--- config.mk ---
export PLATFORM = sky130hd
export DESIGN_NAME = sal_param_sched
export DESIGN_NICKNAME = d
export VERILOG_FILES = /design/src/rtl/sal_param_sched.sv
export SDC_FILE = /design/constraint.sdc
export NUM_CORES = 1
export LEC_CHECK = 0
export ABC_CLOCK_PERIOD_IN_PS = 6100
export CAP_MARGIN = 20
export CORE_MARGIN = 3
export CORE_UTILIZATION = 37
export CTS_CLUSTER_SIZE = 14
export DETAILED_ROUTE_END_ITERATION = 16
export PLACE_DENSITY = 0.85
export SYNTH_ARGS = -nofsm -noshare
export SYNTH_HDL_FRONTEND = slang
export SYNTH_SLANG_ARGS = --single-unit
--- constraint.sdc ---
create_clock -name clk -period 6.1 [get_ports clk]
set_input_delay 1.22 -clock clk [delete_from_list [all_inputs] [get_ports clk]]
set_output_delay 1.22 -clock clk [all_outputs]
set_load 0.1 [all_outputs]
--- src/rtl/sal_param_sched.sv ---
// sal_param_sched: per-bank command scheduler with ACT/ACT and CAS/CAS spacing.
// Optional refresh engine (PREA + REF sequence) built when SAL_SCHED_REFRESH_EN is defined.
module sal_param_sched #(
  parameter int BK_CNT    = 8,
  parameter int ROW_W     = 14,
  parameter int T_RRD     = 2,
  parameter int T_CCD     = 2,
  parameter int CAS_FIRST = 1,
  parameter int T_REFI    = 780,
  parameter int T_RP      = 3,
  parameter int T_RFC     = 26
) (
  input  logic                      clk,
  input  logic                      rst,
  input  logic [BK_CNT-1:0]         bk_req_valid,
  input  logic [2*BK_CNT-1:0]       bk_req_cmd,
  input  logic [ROW_W*BK_CNT-1:0]   bk_req_addr,
  output logic [BK_CNT-1:0]         bk_req_ready,
  output logic                      cmd_valid,
  output logic [2:0]                cmd_type,
  output logic [$clog2(BK_CNT)-1:0] cmd_ba,
  output logic [ROW_W-1:0]          cmd_addr,
  output logic                      ref_done
);

  localparam int BA_W  = $clog2(BK_CNT);
  localparam int RRD_W = (T_RRD > 1) ? $clog2(T_RRD) : 1;
  localparam int CCD_W = (T_CCD > 1) ? $clog2(T_CCD) : 1;

  localparam logic [1:0] RQ_ACT = 2'd0;
  localparam logic [1:0] RQ_RD  = 2'd1;
  localparam logic [1:0] RQ_WR  = 2'd2;
  localparam logic [1:0] RQ_PRE = 2'd3;

  localparam logic [2:0] CT_NOP  = 3'd0;
  localparam logic [2:0] CT_PREA = 3'd5;
  localparam logic [2:0] CT_REF  = 3'd6;

  if (BK_CNT < 2 || BK_CNT > 16 || (BK_CNT & (BK_CNT - 1)) != 0 ||
      ROW_W < 1 || T_RRD < 1 || T_CCD < 1 ||
      T_REFI < 2 || T_RP < 1 || T_RFC < 1) begin : g_cfg_chk
    $error("sal_param_sched: unsupported parameter set");
  end

  logic [1:0]       req_cmd  [BK_CNT];
  logic [ROW_W-1:0] req_addr [BK_CNT];

  logic [BK_CNT-1:0] elig;
  logic [BK_CNT-1:0] cas_elig;
  logic [BK_CNT-1:0] cand;
  logic              pick_hit;
  logic [BA_W-1:0]   pick_idx;
  logic [BA_W-1:0]   last_grant;
  logic              xfer;
  logic [1:0]        g_cmd;
  logic [ROW_W-1:0]  g_addr;
  logic              g_is_cas;

  logic [RRD_W-1:0]  rrd_cnt;
  logic [CCD_W-1:0]  ccd_cnt;

  logic              gate_en;
  logic              ins_prea;
  logic              ins_ref;

  for (genvar gi = 0; gi < BK_CNT; gi++) begin : g_unpack
    assign req_cmd[gi]  = bk_req_cmd[2*gi +: 2];
    assign req_addr[gi] = bk_req_addr[ROW_W*gi +: ROW_W];
  end

  // per-bank eligibility: valid and not held off by its spacing counter
  always_comb begin
    elig     = '0;
    cas_elig = '0;
    for (int i = 0; i < BK_CNT; i++) begin
      case (req_cmd[i])
        RQ_ACT: elig[i] = bk_req_valid[i] && (rrd_cnt == '0);
        RQ_RD,
        RQ_WR: begin
          elig[i]     = bk_req_valid[i] && (ccd_cnt == '0);
          cas_elig[i] = elig[i];
        end
        default: elig[i] = bk_req_valid[i];
      endcase
    end
  end

  // class filter: column commands outrank row commands when enabled
  always_comb begin
    cand = elig;
    if (CAS_FIRST != 0 && |cas_elig) cand = cas_elig;
  end

  // round-robin search starting one past the last granted bank
  always_comb begin
    pick_hit = 1'b0;
    pick_idx = '0;
    for (int k = 1; k <= BK_CNT; k++) begin
      if (!pick_hit && cand[last_grant + BA_W'(k)]) begin
        pick_hit = 1'b1;
        pick_idx = last_grant + BA_W'(k);
      end
    end
  end

  assign xfer         = pick_hit && gate_en && !rst;
  assign bk_req_ready = xfer ? (BK_CNT'(1) << pick_idx) : '0;
  assign g_cmd        = req_cmd[pick_idx];
  assign g_addr       = req_addr[pick_idx];
  assign g_is_cas     = (g_cmd == RQ_RD) || (g_cmd == RQ_WR);

  // round-robin pointer moves only on an actual transfer
  always_ff @(posedge clk) begin
    if (rst) begin
      last_grant <= BA_W'(BK_CNT - 1);
    end else if (xfer) begin
      last_grant <= pick_idx;
    end
  end

  // ACT-to-ACT and CAS-to-CAS spacing counters
  always_ff @(posedge clk) begin
    if (rst) begin
      rrd_cnt <= '0;
      ccd_cnt <= '0;
    end else begin
      if (xfer && g_cmd == RQ_ACT) begin
        rrd_cnt <= RRD_W'(T_RRD - 1);
      end else if (rrd_cnt != '0) begin
        rrd_cnt <= rrd_cnt - 1'b1;
      end
      if (xfer && g_is_cas) begin
        ccd_cnt <= CCD_W'(T_CCD - 1);
      end else if (ccd_cnt != '0) begin
        ccd_cnt <= ccd_cnt - 1'b1;
      end
    end
  end

  // registered command bus: granted command, refresh command or NOP
  always_ff @(posedge clk) begin
    if (rst) begin
      cmd_valid <= 1'b0;
      cmd_type  <= CT_NOP;
      cmd_ba    <= '0;
      cmd_addr  <= '0;
    end else if (xfer) begin
      cmd_valid <= 1'b1;
      cmd_type  <= {1'b0, g_cmd} + 3'd1;
      cmd_ba    <= pick_idx;
      cmd_addr  <= (g_cmd == RQ_PRE) ? '0 : g_addr;
    end else if (ins_prea) begin
      cmd_valid <= 1'b1;
      cmd_type  <= CT_PREA;
      cmd_ba    <= '0;
      cmd_addr  <= '0;
    end else if (ins_ref) begin
      cmd_valid <= 1'b1;
      cmd_type  <= CT_REF;
      cmd_ba    <= '0;
      cmd_addr  <= '0;
    end else begin
      cmd_valid <= 1'b0;
      cmd_type  <= CT_NOP;
      cmd_ba    <= '0;
      cmd_addr  <= '0;
    end
  end

`ifdef SAL_SCHED_REFRESH_EN
  localparam int REFI_W = $clog2(T_REFI + 1);
  localparam int WT_MAX = (T_RFC > T_RP) ? T_RFC : T_RP;
  localparam int WAIT_W = $clog2(WT_MAX + 1);

  typedef enum logic [2:0] {
    S_IDLE,
    S_PREA,
    S_WAIT_RP,
    S_REF,
    S_WAIT_RFC
  } ref_st_t;

  ref_st_t           st_q;
  ref_st_t           st_d;
  logic [REFI_W-1:0] refi_cnt;
  logic [WAIT_W-1:0] wait_cnt;
  logic              ref_pend;

  // free-running refresh interval timer; one pending flag, never stacked
  always_ff @(posedge clk) begin
    if (rst) begin
      refi_cnt <= REFI_W'(T_REFI - 1);
      ref_pend <= 1'b0;
    end else begin
      if (refi_cnt == '0) begin
        refi_cnt <= REFI_W'(T_REFI - 1);
      end else begin
        refi_cnt <= refi_cnt - 1'b1;
      end
      if (st_q == S_REF) begin
        ref_pend <= 1'b0;
      end else if (refi_cnt == '0) begin
        ref_pend <= 1'b1;
      end
    end
  end

  // refresh state register, wait timer and done pulse
  always_ff @(posedge clk) begin
    if (rst) begin
      st_q     <= S_IDLE;
      wait_cnt <= '0;
      ref_done <= 1'b0;
    end else begin
      st_q     <= st_d;
      ref_done <= (st_q == S_REF);
      if (st_q == S_PREA) begin
        wait_cnt <= WAIT_W'(T_RP - 1);
      end else if (st_q == S_REF) begin
        wait_cnt <= WAIT_W'(T_RFC - 1);
      end else if (wait_cnt != '0) begin
        wait_cnt <= wait_cnt - 1'b1;
      end
    end
  end

  // refresh next state, grant gating and command insertion
  always_comb begin
    st_d     = st_q;
    gate_en  = 1'b0;
    ins_prea = 1'b0;
    ins_ref  = 1'b0;
    unique case (st_q)
      S_IDLE: begin
        if (ref_pend) st_d = S_PREA;
        else gate_en = 1'b1;
      end
      S_PREA: begin
        ins_prea = 1'b1;
        st_d     = S_WAIT_RP;
      end
      S_WAIT_RP: begin
        if (wait_cnt == '0) st_d = S_REF;
      end
      S_REF: begin
        ins_ref = 1'b1;
        st_d    = S_WAIT_RFC;
      end
      S_WAIT_RFC: begin
        if (wait_cnt == '0) st_d = S_IDLE;
      end
      default: st_d = S_IDLE;
    endcase
  end
`else
  assign gate_en  = 1'b1;
  assign ins_prea = 1'b0;
  assign ins_ref  = 1'b0;
  assign ref_done = 1'b0;
`endif

endmodule

Word level (Yosys, flattened, before mapping)
Index checks and enable logic that the tools add are counted.

Flip-flop bits (word level): 26. Input bits: 138. Logic and storage cells: 166.

$add $sub $neg: 10. $lt $le $gt $ge: 9. Eq/ne operators: 19. Shifts and indexed selects: 1. Muxes and demuxes: 61. Bitwise gates (word level): 4. Reduce and logical (&&, ||, !) cells: 55.

Operators by type and width (number): $bmux W14 S3 (1); $lt A3 B4 Y1 const B (8); $mux W1 (29); $mux W14 (2); $logic_and A1 B1 Y1 (26); $bmux W1 S3 (8); $mux W3 (8); $eq A2 B2 Y1 const B (10); $eq A2 B1 Y1 const B (9); $logic_not A2 Y1 (9); $reduce_or A2 Y1 (9); $mux W8 (2); $pmux W1 S2 (8); $add A3 B3 Y3 const B (4); $logic_not A1 Y1 (8); $reduce_or A8 Y1 (1); $shl A1 B3 Y8 const A (1); $add A3 B2 Y3 const B (2); $bmux W2 S3 (1); $ge A4 B4 Y1 const B (1); $mux W2 (2); $not A3 Y4 (1); $add A2 B1 Y3 const B (1); $add A3 B1 Y3 const B (1); other kinds (4) (7).

Logic depth before layout (Yosys ltp)
Word-level depth: 37. Gate-level depth with buffers: 22.

Worst setup path before layout
OpenSTA, ideal clock, no wires.

Path type: input to output. From: input port bk_req_cmd[2]. To: output port bk_req_ready[2]. Arrival: 7.135 ns. Required time: 4.880 ns. Setup slack: -2.255 ns. Stages on the path: 16. Path buffers: 4. Cells stage by stage: inv_1 -> ha_1 -> a22oi_1 -> nand4_1 -> buf_4 -> o22a_1 -> mux4_2 -> o211ai_1 -> a32o_1 -> a22oi_1 -> a22oi_2 -> o22ai_1 -> buf_4 -> buf_2 -> clkbuf_1 -> nor4_1.

Longest elaborated chain between the ends: 31. Elaborated cells on any way between the ends: 57. Classes of those cells: eq/ne (2); shift (1); mux (36); reduce/logical (18).

Ends and longest elaborated chain: start, declared (RTL line 16) `input logic [2*BK_CNT-1:0] bk_req_cmd,`; $eq A2 B1 Y1 / $eq A2 B2 Y1 (equally long branches) (RTL line 76) `case (req_cmd[i])`; $reduce_or A2 Y1 (RTL line 76); $mux W1 (RTL line 76); $reduce_or A8 Y1 (RTL line 91) `if (CAS_FIRST != 0 && |cas_elig) cand = cas_elig;`; $mux W8 (*) (RTL line 91); $bmux W1 S3 (RTL line 99) `if (!pick_hit && cand[last_grant + BA_W'(k)]) begin`; $mux W1 (not written as such) (RTL line 99); $mux W1 (RTL line 99); [15 not listed]; $logic_not A1 Y1 (RTL line 99); $logic_and A1 B1 Y1 (RTL line 99); $mux W1 (RTL line 99); $logic_not A1 Y1 (RTL line 99); $logic_and A1 B1 Y1 (RTL line 99); $mux W3 / $mux W1 (equally long branches) (RTL line 99); $shl A1 B3 Y8 / $logic_and A1 B1 Y1 (equally long branches) (RTL line 107, 106); $mux W8 (*) (RTL line 107) `assign bk_req_ready = xfer ? (BK_CNT'(1) << pick_idx) : '0;`; end, declared (RTL line 18) `output logic [BK_CNT-1:0] bk_req_ready,`.

Every way passes the cells marked *; elsewhere a longest branch is shown, timed or not. The select of a mux whose other input is x is not followed.

Final worst setup path
From: input port bk_req_cmd[5]. To: output port bk_req_ready[2].

The elaborated chain is that of the path after synthesis.

==> results.toml <==
[setup_path]
rr_worst_depth = 21
cp-start-kind = "primary input"
cp_max_fo = 7
cp.arrival_ns = 4.80
endpoint_kind = "output port"
criticalPathCategory = "in -> out"
cp_cell_sequence = "buf_6 -> buf_6 -> inv_12 -> ha_4 -> a22oi_2 -> nand4_1 -> buf_12 -> o22ai_4 -> mux4_2 -> mux2i_4 -> nor4b_4 -> nand3_2 -> buf_6 -> nor3_2 -> buf_4 -> o22ai_4 -> buf_6 -> nor4_4 -> buf_12"
cpMostUsedCell = "buf_6"
cpMaxStageDelayCell = "mux4_2"
slowest_delay_ns = 0.55
required_ns = 4.88

[global_route]
antenna_found_initial = 0
grt_pass1_vias = 4322
grt_first_pass_wirelength_um = 21300
grt_usage_pct = 26.1
grt_max_degree = 44
gr-total-overflow = 0

[clock_tree]
cts_buffers = 3
clockBufferDepth = 2
cts.clk_slew.worst_paths_ns = 0.09
cts_root_buf = "clkbuf_8"
clkSinkCount = 26
h-tree-depth = 1
clk-insertion-delay-late_ns = 0.27
cts_tree = "yes"

[logic_synthesis]
synth_top_flop_cell = "dfxtp_1"
synth_top_area_share_pct = 25.9
synth_warnings = 0
netlist_instances = 391
synth_edf_count = 0
synth_nets = 549
ys_ff_latch = 26
async_reset_ff_share_pct = 0
ys_seq_area_share_pct = 15.6
avgSynthCellArea_um2 = 8.51
yosys.cell_types.count = 53
synth_area_leaders = "mux2i_1 (26%), dfxtp_1 (16%), ha_1 (7.5%)"
synth_top_area_cell = "mux2i_1"
synthesis.area_um2 = 3330

[die]
start_util_pct = 39.3
die_w_um = 101
io_pins = 168
core-area_um2 = 8460
die_h_um = 101
die_area_um2 = 10200
rows = 33

[final_layout]
drive_gt1_share_pct = 33.3
areaGrowthSynthToFinish_pct = 89.4
final_common_cell = "clkdlybuf4s50_1"
fill_cells = 526
diodes = 0
nets = 781
mostFrequentLayoutCells = "clkdlybuf4s50_1 (134), mux2i_1 (84), buf_4 (72)"

[sta]
worstMarginPinSlew_ns = 1.04
timing.final.max_slew_violations = 0
max_freq_ghz = 0.166
period_share_pct = 98.8
slew_headroom_pct = 30.6
final_hold_viol_count = 0
fin_skew_ns = 0.00262
period_needed_ns = 6.02
layout_setup_ws_ns = 0.0751
finalSetupViolCount = 0
tns_ns = 0

[route]
post-route-drc-count = 0
drt-total-wl_um = 14500
wl_per_cell_um = 19.9
firstDrtPassIters = 5
viasPerCell = 5.72
vias = 4157
first_iter_violations = 327
antenna_left = 0

[placement]
dp_slack_ns = -0.387
gp_congestion = 0.921
dp_hpwl_um = 11000
numPortBuffers = 166

[run_status]
status = "complete, no violations"

[worst_hold_path]
min_delay_path_depth = 3
hold_class = "reg -> reg"

[run]
maxCapViolCount = 0
[logic make-up (layout without fill, tap and decap cells)]
| kind of cell | Yosys count | after routing | synth area share, % |
|---|---|---|---|
| simple gates | 108 | 108 | 16.3 |
| fa+ha+maj | 20 | 20 | 7.52 |
| compound gates | 79 | 79 | 17.1 |
| xor+xnor | 6 | 6 | 1.58 |
| buf+inv | 50 | 281 | 6.88 |
| other cells | 1 | 1 | 0.113 |
| flops | 26 | 26 | 15.6 |
| mux | 101 | 101 | 34.9 |
[flip-flops by register name (all words and copies together) (netlist names)]
signal,flops
ccd_cnt,1
cmd_valid,1
last_grant,3
rrd_cnt,1
cmd_ba,3
cmd_addr,14
cmd_type,3
[synthesized netlist by cell type, types with 2 or more instances]
cell and number:
o211ai_1 3, nor2_1 15, and3_1 4, or2_1 2
nor4_1 5, clkbuf_1 4, o22ai_1 10, nand2_1 41
xor2_1 3, inv_1 22, mux2i_1 86, xnor2_1 3
dfxtp_1 26, nor3_1 14, o22a_1 5, inv_2 4
nor3_2 2, buf_4 5, and2_1 7, mux2_2 2
o2111ai_1 2, buf_2 12, o31ai_1 2, mux4_2 10
a32o_1 15, nand3_1 2, o21a_1 2, a22oi_1 5
o21ai_1 4, nor2b_1 9, ha_1 20, a21oi_1 8
o21ai_0 16, buf_1 2
[metrics by stage]
step	area [µm²]	hold WS, ns	utilization, %	cells
after floorplan	3590	0.648	-	391
after global placement	5920	0.649	69.9	710
after detailed placement	5920	0.707	69.9	710
after CTS	6160	0.721	72.7	720
after global routing	6300	0.790	74.5	727
final	6300	0.775	74.5	727
[area by class of cell]
class	count	area (µm²)	area share, %
Inverter	26	118	1.87
Multi-Input combinational cell	315	3040	48.2
Clock buffer	3	41.3	0.655
Timing Repair Buffer	251	2430	38.5
Clock inverter	1	30.0	0.476
Sequential cell	26	520	8.26
Tap cell	105	131	2.08
[critical path: cells and delay by family]
| kind | cells | cell delay, ns |
|---|---|---|
| buffers and inverters | 8 | 1.11 |
| AOI/OAI and AO/OA | 3 | 0.24 |
| and+or+nand+nor | 5 | 1.17 |
| muxes | 2 | 0.79 |
| adders and majority gates | 1 | 0.26 |
[worst paths after layout]
check	startpoint	end	slack (ns)
max	bk_req_cmd[5]	bk_req_ready[2]	0.08
min	last_grant[1]$_SDFFE_PP1P_	last_grant[1]$_SDFFE_PP1P_	0.78
max reg2reg	last_grant[1]$_SDFFE_PP1P_	cmd_addr[11]$_SDFF_PP0_	0.63
min reg2reg	last_grant[1]$_SDFFE_PP1P_	last_grant[1]$_SDFFE_PP1P_	0.78
[routing by layer]
layer / global-route usage (%) / part of all wire, %
met1: 31.0 / 38
met2: 47.1 / 53
met3: 4.91 / 5.6
met4: 7.98 / 3.1
met5: 0 / 0
[timing repair]
item	CTS	global route
cloned	1	1
setup buffers	5	6
hold buffers	0	0
resized for setup	47	74
setup endpoints to repair	22	22
pin swaps	16	15
Power is not shown: default switching activity piles up to over one toggle a cycle in this logic, so the estimate is an artifact.
